File: src/rtl/packet_filter_pkg.sv
// Shared types and constants for the packet switch egress schedulers.
package packet_filter_pkg;

   typedef enum logic {
      IDLE   = 1'b0,
      LOCKED = 1'b1
   } sched_state_t;

   localparam int DEFAULT_WEIGHT  = 1;
   localparam int PKT_COUNT_WIDTH = 16;

endpackage

File: src/rtl/rr_first_set.sv
// Cyclic priority search: index of the first set request bit at or after ptr,
// wrapping past the top port back to port 0.
module rr_first_set #(
   parameter int N_PORTS   = 4,
   parameter int IDX_WIDTH = 2
) (
   input  logic [N_PORTS-1:0]   req,
   input  logic [IDX_WIDTH-1:0] ptr,
   output logic                 found,
   output logic [IDX_WIDTH-1:0] idx
);

   int cand;

   // Walk offsets from farthest to nearest so the nearest set bit wins.
   always_comb begin
      found = |req;
      idx   = ptr;
      cand  = 0;
      for (int k = N_PORTS - 1; k >= 0; k--) begin
         cand = int'(ptr) + k;
         if (cand >= N_PORTS) cand = cand - N_PORTS;
         if (req[cand]) idx = IDX_WIDTH'(cand);
      end
   end

endmodule

File: src/rtl/wrr_egress_scheduler.sv
// Per-egress weighted round-robin packet scheduler: locks one ingress per packet.
// Optional PKT_COUNT_EN adds a 16-bit wrapping end-of-packet counter output.
module wrr_egress_scheduler
   import packet_filter_pkg::*;
#(
   parameter int N_PORTS      = 4,
   parameter int IDX_WIDTH    = 2,
   parameter int WEIGHT_WIDTH = 4
) (
   input  logic                          clk,
   input  logic                          reset,
   input  logic                          cfg_write,
   input  logic [IDX_WIDTH-1:0]          cfg_addr,
   input  logic [WEIGHT_WIDTH-1:0]       cfg_wdata,
   input  logic [N_PORTS-1:0]            ingress_valid,
   input  logic [N_PORTS-1:0]            ingress_last,
   input  logic [N_PORTS*IDX_WIDTH-1:0]  ingress_dst,
   input  logic [IDX_WIDTH-1:0]          egress_port_id,
   input  logic                          egress_ready,
   output logic [IDX_WIDTH-1:0]          selected_ingress,
   output logic                          egress_valid,
   output logic                          egress_last,
   output logic [N_PORTS-1:0]            grant,
   output logic [N_PORTS-1:0]            ingress_ready,
   output logic                          busy
`ifdef PKT_COUNT_EN
   ,
   output logic [PKT_COUNT_WIDTH-1:0]    pkt_count
`endif
);

   sched_state_t             state_q, state_d;
   logic [IDX_WIDTH-1:0]     sel_q, sel_d, ptr_q, ptr_d;
   logic [WEIGHT_WIDTH-1:0]  weight_q [N_PORTS];
   logic [WEIGHT_WIDTH-1:0]  credit_q [N_PORTS];
   logic [WEIGHT_WIDTH-1:0]  credit_d [N_PORTS];
   logic [WEIGHT_WIDTH-1:0]  credit_dec;
   logic [N_PORTS-1:0]       req, elig, pick_vec;
   logic                     pick_found, reload, eop, beat_xfer;
   logic [IDX_WIDTH-1:0]     pick_idx;

   always_comb begin
      req  = '0;
      elig = '0;
      for (int j = 0; j < N_PORTS; j++) begin
         req[j]  = ingress_valid[j]
                   && (ingress_dst[j*IDX_WIDTH +: IDX_WIDTH] == egress_port_id)
                   && (weight_q[j] != '0);
         elig[j] = req[j] && (credit_q[j] != '0);
      end
   end

   // With every requester out of credit, the round restarts from req directly.
   assign pick_vec = (elig != '0) ? elig : req;

   rr_first_set #(
      .N_PORTS   (N_PORTS),
      .IDX_WIDTH (IDX_WIDTH)
   ) u_rr_first_set (
      .req   (pick_vec),
      .ptr   (ptr_q),
      .found (pick_found),
      .idx   (pick_idx)
   );

   assign selected_ingress = sel_q;

   // Valid/ready: a beat moves on a cycle where egress_valid and egress_ready are
   // both high; egress_ready is routed only to the locked ingress.
   always_comb begin
      state_d       = state_q;
      sel_d         = sel_q;
      ptr_d         = ptr_q;
      reload        = 1'b0;
      eop           = 1'b0;
      beat_xfer     = 1'b0;
      egress_valid  = 1'b0;
      egress_last   = 1'b0;
      grant         = '0;
      ingress_ready = '0;
      busy          = 1'b0;
      credit_dec    = (credit_q[sel_q] == '0) ? '0 : credit_q[sel_q] - WEIGHT_WIDTH'(1);
      case (state_q)
         IDLE: begin
            if (pick_found) begin
               sel_d   = pick_idx;
               reload  = (elig == '0);
               state_d = LOCKED;
            end
         end
         LOCKED: begin
            busy                 = 1'b1;
            grant[sel_q]         = 1'b1;
            egress_valid         = ingress_valid[sel_q];
            egress_last          = ingress_last[sel_q] & ingress_valid[sel_q];
            ingress_ready[sel_q] = egress_ready;
            beat_xfer            = egress_valid & egress_ready;
            if (beat_xfer && egress_last) begin
               eop     = 1'b1;
               state_d = IDLE;
               if (credit_dec != '0) ptr_d = sel_q;
               else ptr_d = (sel_q == IDX_WIDTH'(N_PORTS - 1)) ? '0 : sel_q + IDX_WIDTH'(1);
            end
         end
         default: state_d = IDLE;
      endcase
   end

   // A weight write wins over a same-cycle reload and clamps any larger credit.
   always_comb begin
      for (int j = 0; j < N_PORTS; j++) begin
         credit_d[j] = credit_q[j];
         if (reload)
            credit_d[j] = (cfg_write && cfg_addr == IDX_WIDTH'(j)) ? cfg_wdata : weight_q[j];
         if (eop && sel_q == IDX_WIDTH'(j))
            credit_d[j] = credit_dec;
         if (cfg_write && cfg_addr == IDX_WIDTH'(j) && credit_d[j] > cfg_wdata)
            credit_d[j] = cfg_wdata;
      end
   end

   always_ff @(posedge clk or posedge reset) begin
      if (reset) begin
         state_q <= IDLE;
         sel_q   <= '0;
         ptr_q   <= '0;
         for (int j = 0; j < N_PORTS; j++) begin
            weight_q[j] <= WEIGHT_WIDTH'(DEFAULT_WEIGHT);
            credit_q[j] <= WEIGHT_WIDTH'(DEFAULT_WEIGHT);
         end
      end else begin
         state_q <= state_d;
         sel_q   <= sel_d;
         ptr_q   <= ptr_d;
         for (int j = 0; j < N_PORTS; j++) begin
            credit_q[j] <= credit_d[j];
            if (cfg_write && cfg_addr == IDX_WIDTH'(j)) weight_q[j] <= cfg_wdata;
         end
      end
   end

`ifdef PKT_COUNT_EN
   always_ff @(posedge clk or posedge reset) begin
      if (reset) pkt_count <= '0;
      else if (eop) pkt_count <= pkt_count + PKT_COUNT_WIDTH'(1);
   end
`endif

endmodule
File: config.mk
export PLATFORM = sky130hd
export DESIGN_NAME = wrr_egress_scheduler
export DESIGN_NICKNAME = d
export VERILOG_FILES = /design/src/rtl/packet_filter_pkg.sv /design/src/rtl/rr_first_set.sv /design/src/rtl/wrr_egress_scheduler.sv
export SDC_FILE = /design/constraint.sdc
export NUM_CORES = 1
export LEC_CHECK = 0
export CAP_MARGIN = 20
export CORE_ASPECT_RATIO = 1.1
export CORE_MARGIN = 3
export CORE_UTILIZATION = 30
export DETAILED_ROUTE_END_ITERATION = 16
export GPL_TIMING_DRIVEN = 0
export PLACE_DENSITY = 0.56
export SLEW_MARGIN = 15
export SYNTH_ARGS = -nofsm -noshare
export SYNTH_HDL_FRONTEND = slang
export SYNTH_HIERARCHICAL = 1
export SYNTH_SLANG_ARGS = --single-unit
File: constraint.sdc
create_clock -name clk -period 5.2 [get_ports clk]
set_clock_uncertainty 0.05 [all_clocks]
set_input_delay 1.56 -clock clk [delete_from_list [all_inputs] [get_ports clk]]
set_output_delay 1.56 -clock clk [all_outputs]
set_load 0.01 [all_outputs]
==> flow_summary.yaml <==
critical_path:
  criticalPathCategory: "in2reg"
  cpPeakStageDelay_ns: 0.24
  required_ns: 5.33
  worst_setup_path_end_kind: "flip-flop"
  cpLargestDelayFamily: "buffers and inverters"
  crit_slowest_cell: "dlygate4sd2_1"
  worst_setup_path_start_kind: "input port"
  worst-path-max-fanout: 5
  cp.arrival_ns: 5.27
  critPathBufInv: 18
  crit_path_frequent_cell: "buf_4"
sta:
  setup-violations-final: 0
  fin_crit_sh: 0.987
  post-route-min-period_ns: 5.13
  maxSlewHeadroom: 0.177
  finalHoldViolCount: 0
  fmax_mhz: 195
  tightest_slew_ns: 1.23
  final_max_slew_viol_count: 0
  hold_ws_ns: 0.484
grt:
  gr-total-overflow: 0
  antenna_found_initial: 0
  grt_pass1_wl_um: 14800
  grt.met2_usage: 0.321
  grt_pass1_vias: 2865
  top_usage_layer: "met2"
  met1_usage: 0.210
  grt_max_degree: 30
  track_usage: 0.175
  gr-usage-met3: 0.0273
logic_synthesis:
  synth-edff-count: 0
  async_reset_ff_frac: 1.00
  synth_area_leaders: "dfrtp_1 25%, ha_1 9.4%, dfstp_2 7.2%"
  yosys_warnings: 6
  syn_avg_cell_area_um2: 9.30
  syn_area_um2: 2920
  ys_seq_area_frac: 0.320
  synth_nets: 364
  synth_top_area_frac: 0.249
  synth_top_area_cell: "dfrtp_1"
  ys_ff_latch: 37
  synth-main-ff-cell: "dfrtp_1"
  synth_cell_types: 54
  syn_inst: 314
clock_tree:
  cts.root.buffer_cell: "clkbuf_8"
  cts_buffers: 5
  htree_levels: 2
  tritoncts: "yes"
  clockBufferDepth: 2
  clkLatencyLatePin_ns: 0.30
  cts_sinks: 37
  path_clk_slew_ns: 0.08
flow_run:
  max_cap_viol_count: 0
place:
  hpwl_um: 6940
  dpl_cell_area_um2: 3550
  place.port_buffers: 38
  gp_congestion: 0.843
  dp.cells: 470
pwr:
  peakVddDrop_mv: 0.210
  leakagePower_nw: 1.75
  p_per_area_nw_per_um2: 502
floorplan:
  die-width_um: 100
  dieArea_um2: 11000
  core-area_um2: 9440
  num_io_pins: 41
  initial_core_util: 0.309
  chipHeight_um: 109
  row_count: 37
route:
  ant_nets: 0
  wl_um: 9520
  drt_iter0_drc: 144
  detail_route.wl_per_cell_um: 18.1
  viasPerCell: 5.44
  drc_errors: 0
  vias: 2859
  firstDrtPassIters: 4
finish:
  drive_above_1_share: 0.303
  final_cells: 526
  layout-area-overhead-vs-synth_pct: 39.2
  num_antenna_cells: 0
  fillCellCount: 928
  fin_nets: 458
  final_util: 0.430
  stdcell_area_um2: 4060
outcome:
  outcome: "completed"
worst_hold_path:
  hold_class: "reg2reg"
## stage by stage
step	TNS, ns	power [mW]	worst slack, ns
final	0	2.04	0.0654
after global routing	-0.138	2.19	-0.0747
after CTS	0	1.98	0.00338
after detailed placement	-10.20	1.69	-0.842
after global placement	-9.27	1.65	-0.765
after floorplan	-0.0386	1.31	-0.0386
## path summary, 6_finish.rpt
check,endpoint,from,depth (start not counted),slack (ns)
setup / recovery,selected_ingress[0],ingress_dst[3],28,0.07
hold / removal,weight_q[14],weight_q[14],1,0.48
setup reg to reg,credit_q[7],credit_q[1],18,0.63
hold reg to reg,weight_q[14],weight_q[14],1,0.48
max in group asynchronous,credit_q[12],reset,3,3.15
min in group asynchronous,weight_q[1],reset,2,1.44
## logic make-up (layout without fill, tap and decap cells)
family / after synthesis / in the layout / share of synthesized area
XOR/XNOR: 8 / 8 / 0.0240
AND/OR/NAND/NOR: 111 / 111 / 0.207
AO/OA/AOI/OAI: 79 / 79 / 0.170
multiplexers: 35 / 35 / 0.152
buffers and inverters: 22 / 117 / 0.0326
flip-flops: 37 / 37 / 0.320
adder cells (fa/ha/maj): 22 / 22 / 0.0943
## routing by layer
layer  wire (µm)  share of wire
met1        3870           0.41
met2        4890           0.51
met3         550          0.058
met4         210          0.022
met5           0              0
## synth_stat cells (11+ instances only)
library cell	n
o21ai_1	14
ha_1	22
inv_1	11
o21ai_0	18
nand2_1	32
nor2_1	15
mux2i_1	14
dfrtp_1	29
mux2_2	13
a21oi_1	16
## state kept, by name, summed over array words and instances (netlist names)
| name | cells |
|---|---|
| credit_q | 16 |
| ptr_q | 2 |
| selected_ingress | 2 |
| state_q | 1 |
| weight_q | 16 |
## worst reg2reg max path, delay by kind of cell (launching register included)
family,cells,cell delay [ns]
flip-flops,1,0.42
AO/OA/AOI/OAI,7,1.50
buffers and inverters,3,0.47
AND/OR/NAND/NOR,7,1.69
adder cells (fa/ha/maj),1,0.33
## placed cells by master, fill, tap and decap left out, types with 5 or more instances in the layout
cell type / synthesis / routed
xnor2_1: 8 / 8
mux2i_1: 14 / 13
nor3_1: 6 / 6
clkbuf_1: 8 / 7
and3_1: 8 / 8
clkbuf_8: 0 / 7
mux2_2: 13 / 12
inv_1: 11 / 10
nand4_1: 5 / 5
a22oi_1: 6 / 6
o21ai_0: 18 / 16
ha_1: 22 / 21
and2_1: 6 / 6
buf_4: 1 / 47
o21ai_1: 14 / 15
or4_1: 5 / 5
nand3_1: 5 / 5
a21oi_1: 16 / 10
dfrtp_1: 29 / 29
nor2_1: 15 / 13
clkdlybuf4s50_1: 0 / 26
dfstp_2: 8 / 8
mux4_2: 6 / 6
nand2_1: 32 / 31
## area by class of cell
type	instances	area, µm²	area share
flip-flops and latches	37	936	0.230
multi-input cells	255	2020	0.498
inverters	11	41.3	0.0102
plain buffers	11	73.8	0.0182
repair buffers	87	762	0.187
clock inverters	2	10.0	0.00246
well taps	117	146	0.0360
clock buffers	6	72.6	0.0179
## what timing repair did
| action | 4_1_cts | 5_1_grt |
|---|---|---|
| pin swaps | 17 | 20 |
| buffers inserted | 39 | 9 |
| endpoints found under the setup margin | 16 | 19 |
| hold buffers | 0 | 0 |
| gates resized for setup | 13 | 24 |
## where the power goes
group | internal (mW) | total, mW | switching, mW
combinational | 0.628 | 1.34 | 0.711
sequential | 0.401 | 0.494 | 0.0931
clock | 0.0931 | 0.205 | 0.111
Note: power is estimated with default switching activity, not from simulation.
